[src/rtl/core_pipe_pkg.sv]
// Shared pipeline types and constants for the core's stage buffers.
// Holds the canonical NOP encoding, the occupancy encoding and the standard stage bundle widths.
// No logic; imported by the stage buffer, its entry register and its interface users.
package core_pipe_pkg;

    // addi x0, x0, 0 -- the architectural NOP used as the canonical bubble payload
    localparam logic [31:0] NOP_INSTR = 32'h00000013;

    typedef enum logic [1:0] {
        OCC_EMPTY = 2'd0,
        OCC_ONE   = 2'd1,
        OCC_FULL  = 2'd2
    } occ_e;

    // Standard flattened bundle widths for the classic stage boundaries
    localparam int IF_ID_DATA_W  = 96;  // pc, pc+4, instr
    localparam int IF_ID_CTRL_W  = 1;
    localparam int ID_EX_DATA_W  = 96;  // pc+4, imm, rd/rs fields
    localparam int ID_EX_CTRL_W  = 8;   // we_reg, we_mem, is_load, alu op ...
    localparam int EX_MEM_DATA_W = 96;  // alu result, store data, rd
    localparam int EX_MEM_CTRL_W = 8;
    localparam int MEM_WB_DATA_W = 64;  // writeback value, rd
    localparam int MEM_WB_CTRL_W = 2;

endpackage

[src/rtl/pipe_stage_buf_if.sv]
// Valid/ready bundle between an upstream stage, the stage buffer and the downstream stage.
// No latency of its own; carries flush and occupancy alongside the two handshakes.
// master drives the upstream side and consumes the downstream side; slave is the buffer.
interface pipe_stage_buf_if #(
    parameter int DATA_W = 96,
    parameter int CTRL_W = 8
);
    logic              in_valid;
    logic              in_ready;
    logic [DATA_W-1:0] in_data;
    logic [CTRL_W-1:0] in_ctrl;
    logic              flush;
    logic              out_valid;
    logic              out_ready;
    logic [DATA_W-1:0] out_data;
    logic [CTRL_W-1:0] out_ctrl;
    logic [1:0]        occupancy;

    modport master (
        output in_valid, in_data, in_ctrl, flush, out_ready,
        input  in_ready, out_valid, out_data, out_ctrl, occupancy
    );

    modport slave (
        input  in_valid, in_data, in_ctrl, flush, out_ready,
        output in_ready, out_valid, out_data, out_ctrl, occupancy
    );
endinterface

[src/rtl/pipe_stage_entry.sv]
// One payload register (data + control) that loads a new value or clears to the NOP bubble.
// Updates on the clock edge after load/clear; clear and reset win over load.
// No handshake of its own; the owning stage decides when to load or clear.
module pipe_stage_entry #(
    parameter int                 DATA_W   = 96,
    parameter int                 CTRL_W   = 8,
    parameter logic [DATA_W-1:0]  NOP_DATA = '0
) (
    input  logic              clk,
    input  logic              rst,
    input  logic              load,
    input  logic              clear,
    input  logic [DATA_W-1:0] d_data,
    input  logic [CTRL_W-1:0] d_ctrl,
    output logic [DATA_W-1:0] q_data,
    output logic [CTRL_W-1:0] q_ctrl
);

    // Bubble on reset/clear, otherwise capture when told to
    always_ff @(posedge clk) begin
        if (rst || clear) begin
            q_data <= NOP_DATA;
            q_ctrl <= '0;
        end else if (load) begin
            q_data <= d_data;
            q_ctrl <= d_ctrl;
        end
    end

endmodule

[src/rtl/pipe_stage_buf.sv]
// Elastic pipeline stage: main (head) + skid entry, registered in_ready, synchronous flush to NOP.
// 1 cycle from accept to out_valid; sustains 1 entry/cycle while out_ready stays high.
// in_ready = !skid occupied, from a register; optional PIPE_STAGE_BUF_PERF_EN adds stall/flush counters.
module pipe_stage_buf
    import core_pipe_pkg::*;
#(
    parameter int                 DATA_W   = 96,
    parameter int                 CTRL_W   = 8,
    parameter logic [DATA_W-1:0]  NOP_DATA = DATA_W'(NOP_INSTR)
) (
    input  logic                  clk,
    input  logic                  rst,
`ifdef PIPE_STAGE_BUF_PERF_EN
    output logic [31:0]           perf_stall_cnt,
    output logic [31:0]           perf_flush_cnt,
`endif
    pipe_stage_buf_if.slave       bus
);

    occ_e              occ;
    logic              out_valid_q;
    logic              in_ready_q;
    logic              accept;
    logic              drain;
    logic              main_load;
    logic              main_clear;
    logic              skid_load;
    logic              skid_clear;
    logic [DATA_W-1:0] main_d_data;
    logic [CTRL_W-1:0] main_d_ctrl;
    logic [DATA_W-1:0] skid_q_data;
    logic [CTRL_W-1:0] skid_q_ctrl;

    assign accept = bus.in_valid && in_ready_q;
    assign drain  = out_valid_q && bus.out_ready;

    // Entry steering: main refills from skid when FULL, else from the input;
    // an entry leaving a register (or a flush) clears it back to the bubble
    always_comb begin
        main_load   = 1'b0;
        main_clear  = bus.flush;
        skid_load   = 1'b0;
        skid_clear  = bus.flush;
        main_d_data = bus.in_data;
        main_d_ctrl = bus.in_ctrl;
        case (occ)
            OCC_EMPTY: main_load = accept;
            OCC_ONE: begin
                main_load  = accept && drain;
                skid_load  = accept && !drain;
                main_clear = bus.flush || (drain && !accept);
            end
            OCC_FULL: begin
                main_d_data = skid_q_data;
                main_d_ctrl = skid_q_ctrl;
                main_load   = drain;
                skid_clear  = bus.flush || drain;
            end
            default: ;
        endcase
    end

    // Occupancy FSM with registered out_valid / in_ready; reset beats flush beats handshakes
    always_ff @(posedge clk) begin
        if (rst || bus.flush) begin
            occ         <= OCC_EMPTY;
            out_valid_q <= 1'b0;
            in_ready_q  <= 1'b1;
        end else begin
            case (occ)
                OCC_EMPTY: if (accept) begin
                    occ         <= OCC_ONE;
                    out_valid_q <= 1'b1;
                end
                OCC_ONE: begin
                    if (accept && !drain) begin
                        occ        <= OCC_FULL;
                        in_ready_q <= 1'b0;
                    end else if (!accept && drain) begin
                        occ         <= OCC_EMPTY;
                        out_valid_q <= 1'b0;
                    end
                end
                OCC_FULL: if (drain) begin
                    occ        <= OCC_ONE;
                    in_ready_q <= 1'b1;
                end
                default: begin
                    occ         <= OCC_EMPTY;
                    out_valid_q <= 1'b0;
                    in_ready_q  <= 1'b1;
                end
            endcase
        end
    end

    pipe_stage_entry #(.DATA_W(DATA_W), .CTRL_W(CTRL_W), .NOP_DATA(NOP_DATA)) u_main (
        .clk    (clk),
        .rst    (rst),
        .load   (main_load),
        .clear  (main_clear),
        .d_data (main_d_data),
        .d_ctrl (main_d_ctrl),
        .q_data (bus.out_data),
        .q_ctrl (bus.out_ctrl)
    );

    pipe_stage_entry #(.DATA_W(DATA_W), .CTRL_W(CTRL_W), .NOP_DATA(NOP_DATA)) u_skid (
        .clk    (clk),
        .rst    (rst),
        .load   (skid_load),
        .clear  (skid_clear),
        .d_data (bus.in_data),
        .d_ctrl (bus.in_ctrl),
        .q_data (skid_q_data),
        .q_ctrl (skid_q_ctrl)
    );

    assign bus.out_valid = out_valid_q;
    assign bus.in_ready  = in_ready_q;
    assign bus.occupancy = occ;

`ifdef PIPE_STAGE_BUF_PERF_EN
    // Saturating stall and flush-with-content counters
    always_ff @(posedge clk) begin
        if (rst) begin
            perf_stall_cnt <= '0;
            perf_flush_cnt <= '0;
        end else begin
            if (out_valid_q && !bus.out_ready && perf_stall_cnt != 32'hFFFF_FFFF)
                perf_stall_cnt <= perf_stall_cnt + 32'd1;
            if (bus.flush && occ != OCC_EMPTY && perf_flush_cnt != 32'hFFFF_FFFF)
                perf_flush_cnt <= perf_flush_cnt + 32'd1;
        end
    end
`endif

    // Upstream must hold its payload while stalled (a flush releases it)
    a_in_stable: assert property (@(posedge clk) disable iff (rst || bus.flush)
        (bus.in_valid && !in_ready_q) |=> (!bus.in_valid || ($stable(bus.in_data) && $stable(bus.in_ctrl))));

    // Only two entries exist
    a_occ_range: assert property (@(posedge clk) disable iff (rst) occ != 2'd3);

endmodule

[src/flat_wrapper.sv]
// flat-port wrapper written by rule: the top's interface ports become plain ports
module pipe_stage_buf_flat import core_pipe_pkg::*;
#(
    parameter int                 DATA_W   = 96,
    parameter int                 CTRL_W   = 8,
    parameter logic [DATA_W-1:0]  NOP_DATA = DATA_W'(NOP_INSTR)
)
  (clk, rst, bus_in_valid, bus_in_data, bus_in_ctrl, bus_flush, bus_out_ready, bus_in_ready, bus_out_valid, bus_out_data, bus_out_ctrl, bus_occupancy);
  pipe_stage_buf_if #(.DATA_W(DATA_W), .CTRL_W(CTRL_W)) bus_i ();
  input  logic clk;
  input  logic rst;
  input wire logic [$bits(bus_i.in_valid)-1:0] bus_in_valid;
  input wire logic [$bits(bus_i.in_data)-1:0] bus_in_data;
  input wire logic [$bits(bus_i.in_ctrl)-1:0] bus_in_ctrl;
  input wire logic [$bits(bus_i.flush)-1:0] bus_flush;
  input wire logic [$bits(bus_i.out_ready)-1:0] bus_out_ready;
  output wire logic [$bits(bus_i.in_ready)-1:0] bus_in_ready;
  output wire logic [$bits(bus_i.out_valid)-1:0] bus_out_valid;
  output wire logic [$bits(bus_i.out_data)-1:0] bus_out_data;
  output wire logic [$bits(bus_i.out_ctrl)-1:0] bus_out_ctrl;
  output wire logic [$bits(bus_i.occupancy)-1:0] bus_occupancy;
  assign bus_i.in_valid = bus_in_valid;
  assign bus_i.in_data = bus_in_data;
  assign bus_i.in_ctrl = bus_in_ctrl;
  assign bus_i.flush = bus_flush;
  assign bus_i.out_ready = bus_out_ready;
  assign bus_in_ready = bus_i.in_ready;
  assign bus_out_valid = bus_i.out_valid;
  assign bus_out_data = bus_i.out_data;
  assign bus_out_ctrl = bus_i.out_ctrl;
  assign bus_occupancy = bus_i.occupancy;
  pipe_stage_buf #(.DATA_W(DATA_W), .CTRL_W(CTRL_W), .NOP_DATA(NOP_DATA)) u_core (.clk(clk), .rst(rst), .bus(bus_i));
endmodule
[config.mk]
export PLATFORM = sky130hd
export DESIGN_NAME = pipe_stage_buf_flat
export DESIGN_NICKNAME = d
export VERILOG_FILES = /design/src/rtl/core_pipe_pkg.sv /design/src/rtl/pipe_stage_buf_if.sv /design/src/rtl/pipe_stage_entry.sv /design/src/rtl/pipe_stage_buf.sv /design/src/flat_wrapper.sv
export SDC_FILE = /design/constraint.sdc
export NUM_CORES = 1
export LEC_CHECK = 0
export CORE_AREA = 2 2 166 168
export CTS_BUF_LIST = sky130_fd_sc_hd__clkbuf_8
export DETAILED_ROUTE_END_ITERATION = 16
export DIE_AREA = 0 0 168 170
export MAX_ROUTING_LAYER = met4
export PLACE_DENSITY = 0.58
export SLEW_MARGIN = 20
export SYNTH_ARGS = -nofsm -noshare
export SYNTH_HDL_FRONTEND = slang
export SYNTH_HIERARCHICAL = 1
export SYNTH_SLANG_ARGS = --single-unit
export TNS_END_PERCENT = 100
[constraint.sdc]
create_clock -name clk -period 2.09 [get_ports clk]
set_input_delay 0.209 -clock clk [delete_from_list [all_inputs] [get_ports clk]]
set_output_delay 0.209 -clock clk [all_outputs]
set_load 0.02 [all_outputs]
==> flow_summary_export.csv, run 1 <==
group,metric,value,unit
run_status,outcome,"complete, no violations",
sta,slew_violations,0,
route,vias_per_cell,4.61,
power_and_ir_drop,combPwrFrac,14.0,%
worst_setup_path,critPathRequiredTime,2490,ps
flow_run,timing.max_cap.violations,0,
logic_synthesis,yosysUniqueCellTypes,31,
sta,hold_viol_final,0,
worst_setup_path,r2r_cells,6,
logic_synthesis,ys_ff_latch,212,
global_route,grt_pass1_vias,6757,
sta,slew_headroom,76.3,%
placement,place_congestion,0.753,
route,wire_per_inst,15.7,um
worst_setup_path,critPathKind,"reg -> reg",
floorplanning,ioPinCount,217,
power_and_ir_drop,power.density,725,nW/um^2
global_route,antenna_found_initial,2,
worst_setup_path,crit_end,"u_core/u_skid/q_data[78]$_SDFFE_PP0P_",
finish,stdcell_count,1417,
sta,clock.fmax,0.524,GHz
placement,dp_hpwl,14800,um
worst_setup_path,critPathTopFamily,"simple AND/OR/NAND/NOR gates",
cts,clk_latency,520,ps
logic_synthesis,synth_nets,932,
worst_setup_path,timing.rr.end,"u_core/u_skid/q_data[78]$_SDFFE_PP0P_",
route,drtIter0Drc,291,
sta,fin_crit_sh,91.4,%
floorplanning,dieHeight,170,um
cts,cts_max_level,2,
power_and_ir_drop,irDropWorstVdd,623,uV
placement,port_buffers,216,
sta,setup_tns,0,ps
finish,final_net_count,1162,
route,dr.pass1.iters,4,
power_and_ir_drop,p_switching,2230,uW
logic_synthesis,yosys_warnings,6,
sta,finClkSkew,19.1,ps
power_and_ir_drop,intPower,6800,uW
cts,cts_inserted_buffers,41,
worst_setup_path,crit_buf_inv,1,
worst_setup_path,max_stage_delay,440,ps
finish,fillers,2526,
power_and_ir_drop,p_leak,0.00473,uW
worst_setup_path,cp-end-kind,"flip-flop",
placement,dpl_worst_slack,5.93,ps
route,drtAntennaViolNets,0,
floorplanning,core-area,26700,um^2
sta,rsz0062_at_grt,"no",
logic_synthesis,netlist_area,9220,um^2
sta,fin_crit,1910,ps
power_and_ir_drop,swShare,24.7,%
power_and_ir_drop,seqPwrFrac,46.5,%
route,drc,0,
finish,final_cell_mix,"216 x clkdlybuf4s50_1, 212 x dfxtp_1, 208 x mux2i_1, 207 x nor2_1, 55 x mux2_2",
floorplanning,die-area,28600,um^2
worst_setup_path,worst_ep_arrival_time,2310,ps
floorplanning,dieWidth,168,um
worst_setup_path,startpoint,"u_core/bus.occupancy[0]$_SDFFE_PP0P_",
worst_setup_path,worst-path-stages,6,
finish,design_area,12500,um^2
cts,clk_pin_slew,50,ps
cts,clockBufferDepth,3,
cts,cts_tree,"yes",
finish,area_delta_synth_final,35.1,%
worst_setup_path,slowest_stage,"dfxtp_1",
floorplanning,rows,60,
floorplanning,start_util,34.6,%
route,via_count,6531,
sta,setup_ws,180,ps
global_route,grt.overflow.total,0,
global_route,grt_max_degree,68,
worst_setup_path,reg2reg_from,"u_core/bus.occupancy[0]$_SDFFE_PP0P_",
min_path,hold_class,"in -> reg",
worst_setup_path,worstPathMaxFanout,42,
finish,layout_commonest_cell,"clkdlybuf4s50_1",
logic_synthesis,synthCells,823,
global_route,grt_pass1_wl,35600,um
sta,setup_viol,0,
power_and_ir_drop,p_clk_share,39.5,%
global_route,grt.total_usage,15.9,%
cts,cts_setup_buffers,0,
finish,ff_latch_area,4240,um^2
cts,ctsHoldBuffers,0,
worst_setup_path,path_cells,"nor2b_1, and3_1, and2_4, buf_16, mux2i_1, nor2_1",
finish,layout-drive-gt1-share,17.5,%
placement,dpl_cell_area,11700,um^2
finish,multi_input_area,4440,um^2
worst_setup_path,r2r_slack,180,ps
route,drt-total-wl,22300,um
logic_synthesis,ys_seq_area_share,46.0,%
cts,clock_sinks,212,
finish,utilization,46.7,%
placement,place_inst,1351,
cts,cts_root_buf,"clkbuf_8",
logic_synthesis,avgSynthCellArea,11.2,um^2
sta,worst_pin_slew,355,ps
worst_setup_path,startpoint_type,"flip-flop",
layout make-up:
type,count,area share (%)
antenna,2,0.0402
timing repair buffer,245,21.2
multi-input combinational,551,35.6
clock inverter,19,0.593
inverter,2,0.0603
clock buffer,45,4.97
sequential,212,34.1
tap,341,3.43
per-stage QoR:
step                hold slack [ps]  total power [uW]
finish                          332              9030
global route                    315              9480
detailed placement              456              5560
CTS                             299              9240
global placement                446              5550
floorplan                       318              5010
Yosys cell counts (all sizes together):
master / number / area share [%]
and3: 1 / 0.068
clkbuf: 2 / 0.081
and4bb: 1 / 0.14
nor2: 207 / 8.4
nor2b: 2 / 0.22
nand4: 1 / 0.068
o21ai: 2 / 0.11
dfxtp: 212 / 46
buf: 56 / 5.9
and4b: 1 / 0.11
nand3: 1 / 0.054
a21o: 1 / 0.081
mux2: 104 / 15
or4: 1 / 0.081
a2bb2oi: 1 / 0.095
a21oi: 3 / 0.16
inv: 2 / 0.081
a31oi: 1 / 0.068
a211o: 1 / 0.095
nand2: 9 / 0.37
mux2i: 208 / 23
and2: 1 / 0.068
or2: 4 / 0.27
a41o: 1 / 0.11
power groups by stage:
stage          Combinational [uW]  Sequential (uW)  Clock [uW]
4_1_cts                      1290             4200        3760
3_5_place_dp                 1280             4280           0
2_1_floorplan                 651             4360           0
6_report                     1260             4200        3570
3_3_place_gp                 1270             4280           0
5_1_grt                      1360             4200        3920
cells by family (layout without fill, tap and decap cells):
family | after synthesis | count (layout) | share of synthesized area (%)
AO/OA/AOI/OAI | 10 | 10 | 0.720
buffers and inverters | 60 | 311 | 6.07
flip-flops | 212 | 212 | 46.0
multiplexers | 312 | 312 | 37.3
other | 0 | 2 | 0
AND/OR/NAND/NOR | 229 | 229 | 9.87
how the worst min path moves through the flow:
stage               depth (start not counted)  slack, ps                                    end                                  from
global route                                3        320   u_core/u_skid/q_data[6]$_SDFFE_PP0P_                        bus_in_data[6]
CTS                                         3        300  u_core/u_skid/q_data[27]$_SDFFE_PP0P_                       bus_in_data[27]
floorplan                                   2        320   u_core/u_main/q_data[0]$_SDFFE_PP1P_                                   rst
detailed placement                          2        460   u_core/u_skid/q_data[0]$_SDFFE_PP1P_  u_core/u_skid/q_data[0]$_SDFFE_PP1P_
global placement                            2        450   u_core/u_skid/q_data[4]$_SDFFE_PP1P_  u_core/u_skid/q_data[4]$_SDFFE_PP1P_
finish                                      3        330  u_core/u_skid/q_data[19]$_SDFFE_PP0P_                       bus_in_data[19]
registers in the layout, summed over array words and instances (netlist names):
register              count
u_core/u_main/q_data     96
u_core/u_skid/q_data     96
u_core/u_main/q_ctrl      8
u_core/u_skid/q_ctrl      8
u_core/bus.occupancy      2
u_core/bus.in_ready       1
u_core/bus.out_valid      1
timing repair:
action	4_1_cts	5_1_grt
hold endpoints to repair	0	0
resized for setup	0	1
endpoints found under the setup margin	0	1
worst reg2reg max path: stages, from the launching register on:
cell	delay, ps
dfxtp_1	440
nor2b_1	300
and3_1	220
and2_4	210
buf_16	270
mux2i_1	300
nor2_1	50
layer usage:
layer  global-route usage [%]  vias up  share of wire, %
li1                         -     3261                 -
met1                     20.0     3037                46
met2                     24.9      192                45
met3                     5.02       41               7.1
met4                     4.05        0               1.6
met5                        -        -                 0
(Power assumes the default switching activity.)
==> inputs of run 2 (changes only) <==
--- a/config.mk
+++ b/config.mk
@@ -5,10 +5,10 @@
 export SDC_FILE = /design/constraint.sdc
 export NUM_CORES = 1
 export LEC_CHECK = 0
-export CORE_AREA = 2 2 166 168
+export CORE_AREA = 10 10 174 176
 export CTS_BUF_LIST = sky130_fd_sc_hd__clkbuf_8
 export DETAILED_ROUTE_END_ITERATION = 16
-export DIE_AREA = 0 0 168 170
+export DIE_AREA = 0 0 184 186
 export MAX_ROUTING_LAYER = met4
 export PLACE_DENSITY = 0.58
 export SLEW_MARGIN = 20
==> run 2 against run 1 <==
Effect of this change:
- first-iteration DRC count decreased by 12%
- hold slack improved by 6.5 ps
- register-to-register slack gained 70 ps
- final cell count up 0.56%
- clock skew shrank 7.3 ps
- sequential power hardly changed
- largest cell class unchanged
==> flow_summary_export.csv, run 2 (same netlist as run 1, synthesis figures left out) <==
group,metric,value,unit
sta,slew_violations,0,
sta,setup_tns,0,ps
run_status,outcome,"complete, no violations",
flow_run,timing.max_cap.violations,0,
route,dr.pass1.iters,5,
sta,setup_viol,0,
global_route,antenna_found_initial,1,
finish,final_net_count,1170,
power_and_ir_drop,swShare,24.4,%
power_and_ir_drop,power.density,733,nW/um^2
worst_setup_path,crit_buf_inv,1,
worst_setup_path,timing.rr.end,"u_core/u_main/q_data[90]$_SDFFE_PP0P_",
worst_setup_path,slowest_stage,"clkdlybuf4s50_1",
worst_setup_path,reg2reg_from,"u_core/bus.occupancy[1]$_SDFFE_PP0P_",
finish,largestRegisters,"u_core/u_main/q_data: 96 flops, u_core/u_skid/q_data: 96 flops",
route,via_count,6568,
power_and_ir_drop,p_leak,0.00479,uW
global_route,grt_pass1_wl,36900,um
worst_setup_path,critPathKind,"reg -> out",
floorplanning,dieHeight,186,um
worst_setup_path,worst_ep_arrival_time,1690,ps
sta,slew_headroom,79.2,%
worst_setup_path,critPathTopFamily,"buffers and inverters",
cts,clk_pin_slew,60,ps
worst_setup_path,path_cells,"clkdlybuf4s50_1",
floorplanning,core-area,26700,um^2
min_path,hold_class,"in -> reg",
worst_setup_path,r2r_slack,250,ps
route,vias_per_cell,4.61,
worst_setup_path,critPathRequiredTime,1880,ps
worst_setup_path,r2r_cells,6,
cts,cts_inserted_buffers,38,
floorplanning,ioPinCount,217,
sta,fin_crit_sh,90.9,%
cts,clk_latency,510,ps
worst_setup_path,cp-end-kind,"output pin",
cts,clockBufferDepth,3,
finish,area_delta_synth_final,36.8,%
placement,place_congestion,0.767,
finish,layout_commonest_cell,"clkdlybuf4s50_1",
worst_setup_path,max_stage_delay,680,ps
cts,clock_sinks,212,
power_and_ir_drop,combPwrFrac,14.0,%
worst_setup_path,worstPathMaxFanout,9,
route,drtAntennaViolNets,0,
power_and_ir_drop,p_switching,2260,uW
worst_setup_path,startpoint_type,"flip-flop",
sta,clock.fmax,0.527,GHz
power_and_ir_drop,seqPwrFrac,45.4,%
power_and_ir_drop,intPower,6990,uW
finish,layout-drive-gt1-share,18.8,%
power_and_ir_drop,irDropWorstVdd,414,uV
global_route,grt_pass1_vias,6674,
cts,cts_tree,"yes",
sta,worst_pin_slew,312,ps
floorplanning,die-area,34200,um^2
sta,finClkSkew,11.8,ps
floorplanning,rows,60,
cts,cts_setup_buffers,0,
sta,hold_viol_final,0,
sta,rsz0062_at_grt,"no",
cts,cts_max_level,2,
floorplanning,start_util,34.5,%
sta,fin_crit,1900,ps
cts,ctsHoldBuffers,0,
min_path,worstHoldStart,"bus_in_data[19]",
route,wire_per_inst,16.7,um
route,drtIter0Drc,257,
cts,cts_resized,0,
global_route,grt_max_degree,56,
placement,dp_hpwl,16600,um
power_and_ir_drop,p_total,9250,uW
global_route,grt.total_usage,13.8,%
route,drt-total-wl,23700,um
floorplanning,dieWidth,184,um
global_route,grt.overflow.total,0,
power_and_ir_drop,p_clk_share,40.6,%
min_path,hold_path_depth,3,
finish,final_cell_mix,"216 x clkdlybuf4s50_1, 212 x dfxtp_1, 208 x mux2i_1, 207 x nor2_1, 55 x mux2_2",
cts,cts_root_buf,"clkbuf_8",
placement,port_buffers,216,
route,drc,0,
min_path,hold-path-endpoint,"u_core/u_skid/q_data[19]$_SDFFE_PP0P_",
-- run 2: changes by cell type in the layout (fill, tap and decap cells not counted), sizes merged --
cell,change
inv,-7
buf,+11
clkinvlp,+1
diode,-1
clkinv,-1
clkbuf,+5
-- run 2: metal layers --
metal,wire length [um],track usage [%]
met1,11300,17.5
met2,10300,20.7
met3,1880,4.64
met4,276,3.47
met5,0,-
-- run 2: layout make-up --
class,instances,area [um^2]
Fill cell,2526,14100
Multi-Input combinational cell,551,4440
Sequential cell,212,4240
Timing Repair Buffer,256,2750
Clock buffer,50,688
Tap cell,341,427
Clock inverter,12,50.0
Inverter,2,7.51
Antenna cell,1,2.50
-- run 2: power by group through the flow --
stage | logic (uW) | clock network, uW | registers (uW)
5_1_grt | 1390 | 4090 | 4210
3_3_place_gp | 1300 | 0 | 4280
3_5_place_dp | 1310 | 0 | 4280
4_1_cts | 1320 | 3900 | 4200
6_report | 1300 | 3750 | 4200
2_1_floorplan | 651 | 0 | 4360
-- run 2: worst max path at each step --
stage / endpoint / from / depth (start not counted) / slack, ps
6_report: bus_occupancy[1] / u_core/bus.occupancy[1]$_SDFFE_PP0P_ / 1 / 190
2_1_floorplan: u_core/u_skid/q_data[0]$_SDFFE_PP1P_ / u_core/bus.occupancy[0]$_SDFFE_PP0P_ / 8 / 220
4_1_cts: bus_occupancy[1] / u_core/bus.occupancy[1]$_SDFFE_PP0P_ / 1 / 150
5_1_grt: bus_occupancy[1] / u_core/bus.occupancy[1]$_SDFFE_PP0P_ / 1 / 100
3_5_place_dp: u_core/u_skid/q_data[79]$_SDFFE_PP0P_ / bus_out_ready / 7 / 30
3_3_place_gp: u_core/u_main/q_data[66]$_SDFFE_PP0P_ / bus_out_ready / 7 / 60
-- run 2: metrics by stage --
step / std cells / util (%) / setup WS [ps] / hold slack [ps] / cell area [um^2]
2_1_floorplan: 823 / - / 221 / 318 / 9220
3_3_place_gp: 1362 / 44.4 / 59.7 / 448 / 11900
3_5_place_dp: 1362 / 44.4 / 25.2 / 458 / 11900
4_1_cts: 1424 / 47.2 / 146 / 303 / 12600
5_1_grt: 1425 / 47.2 / 101 / 326 / 12600
6_report: 1425 / 47.2 / 191 / 338 / 12600
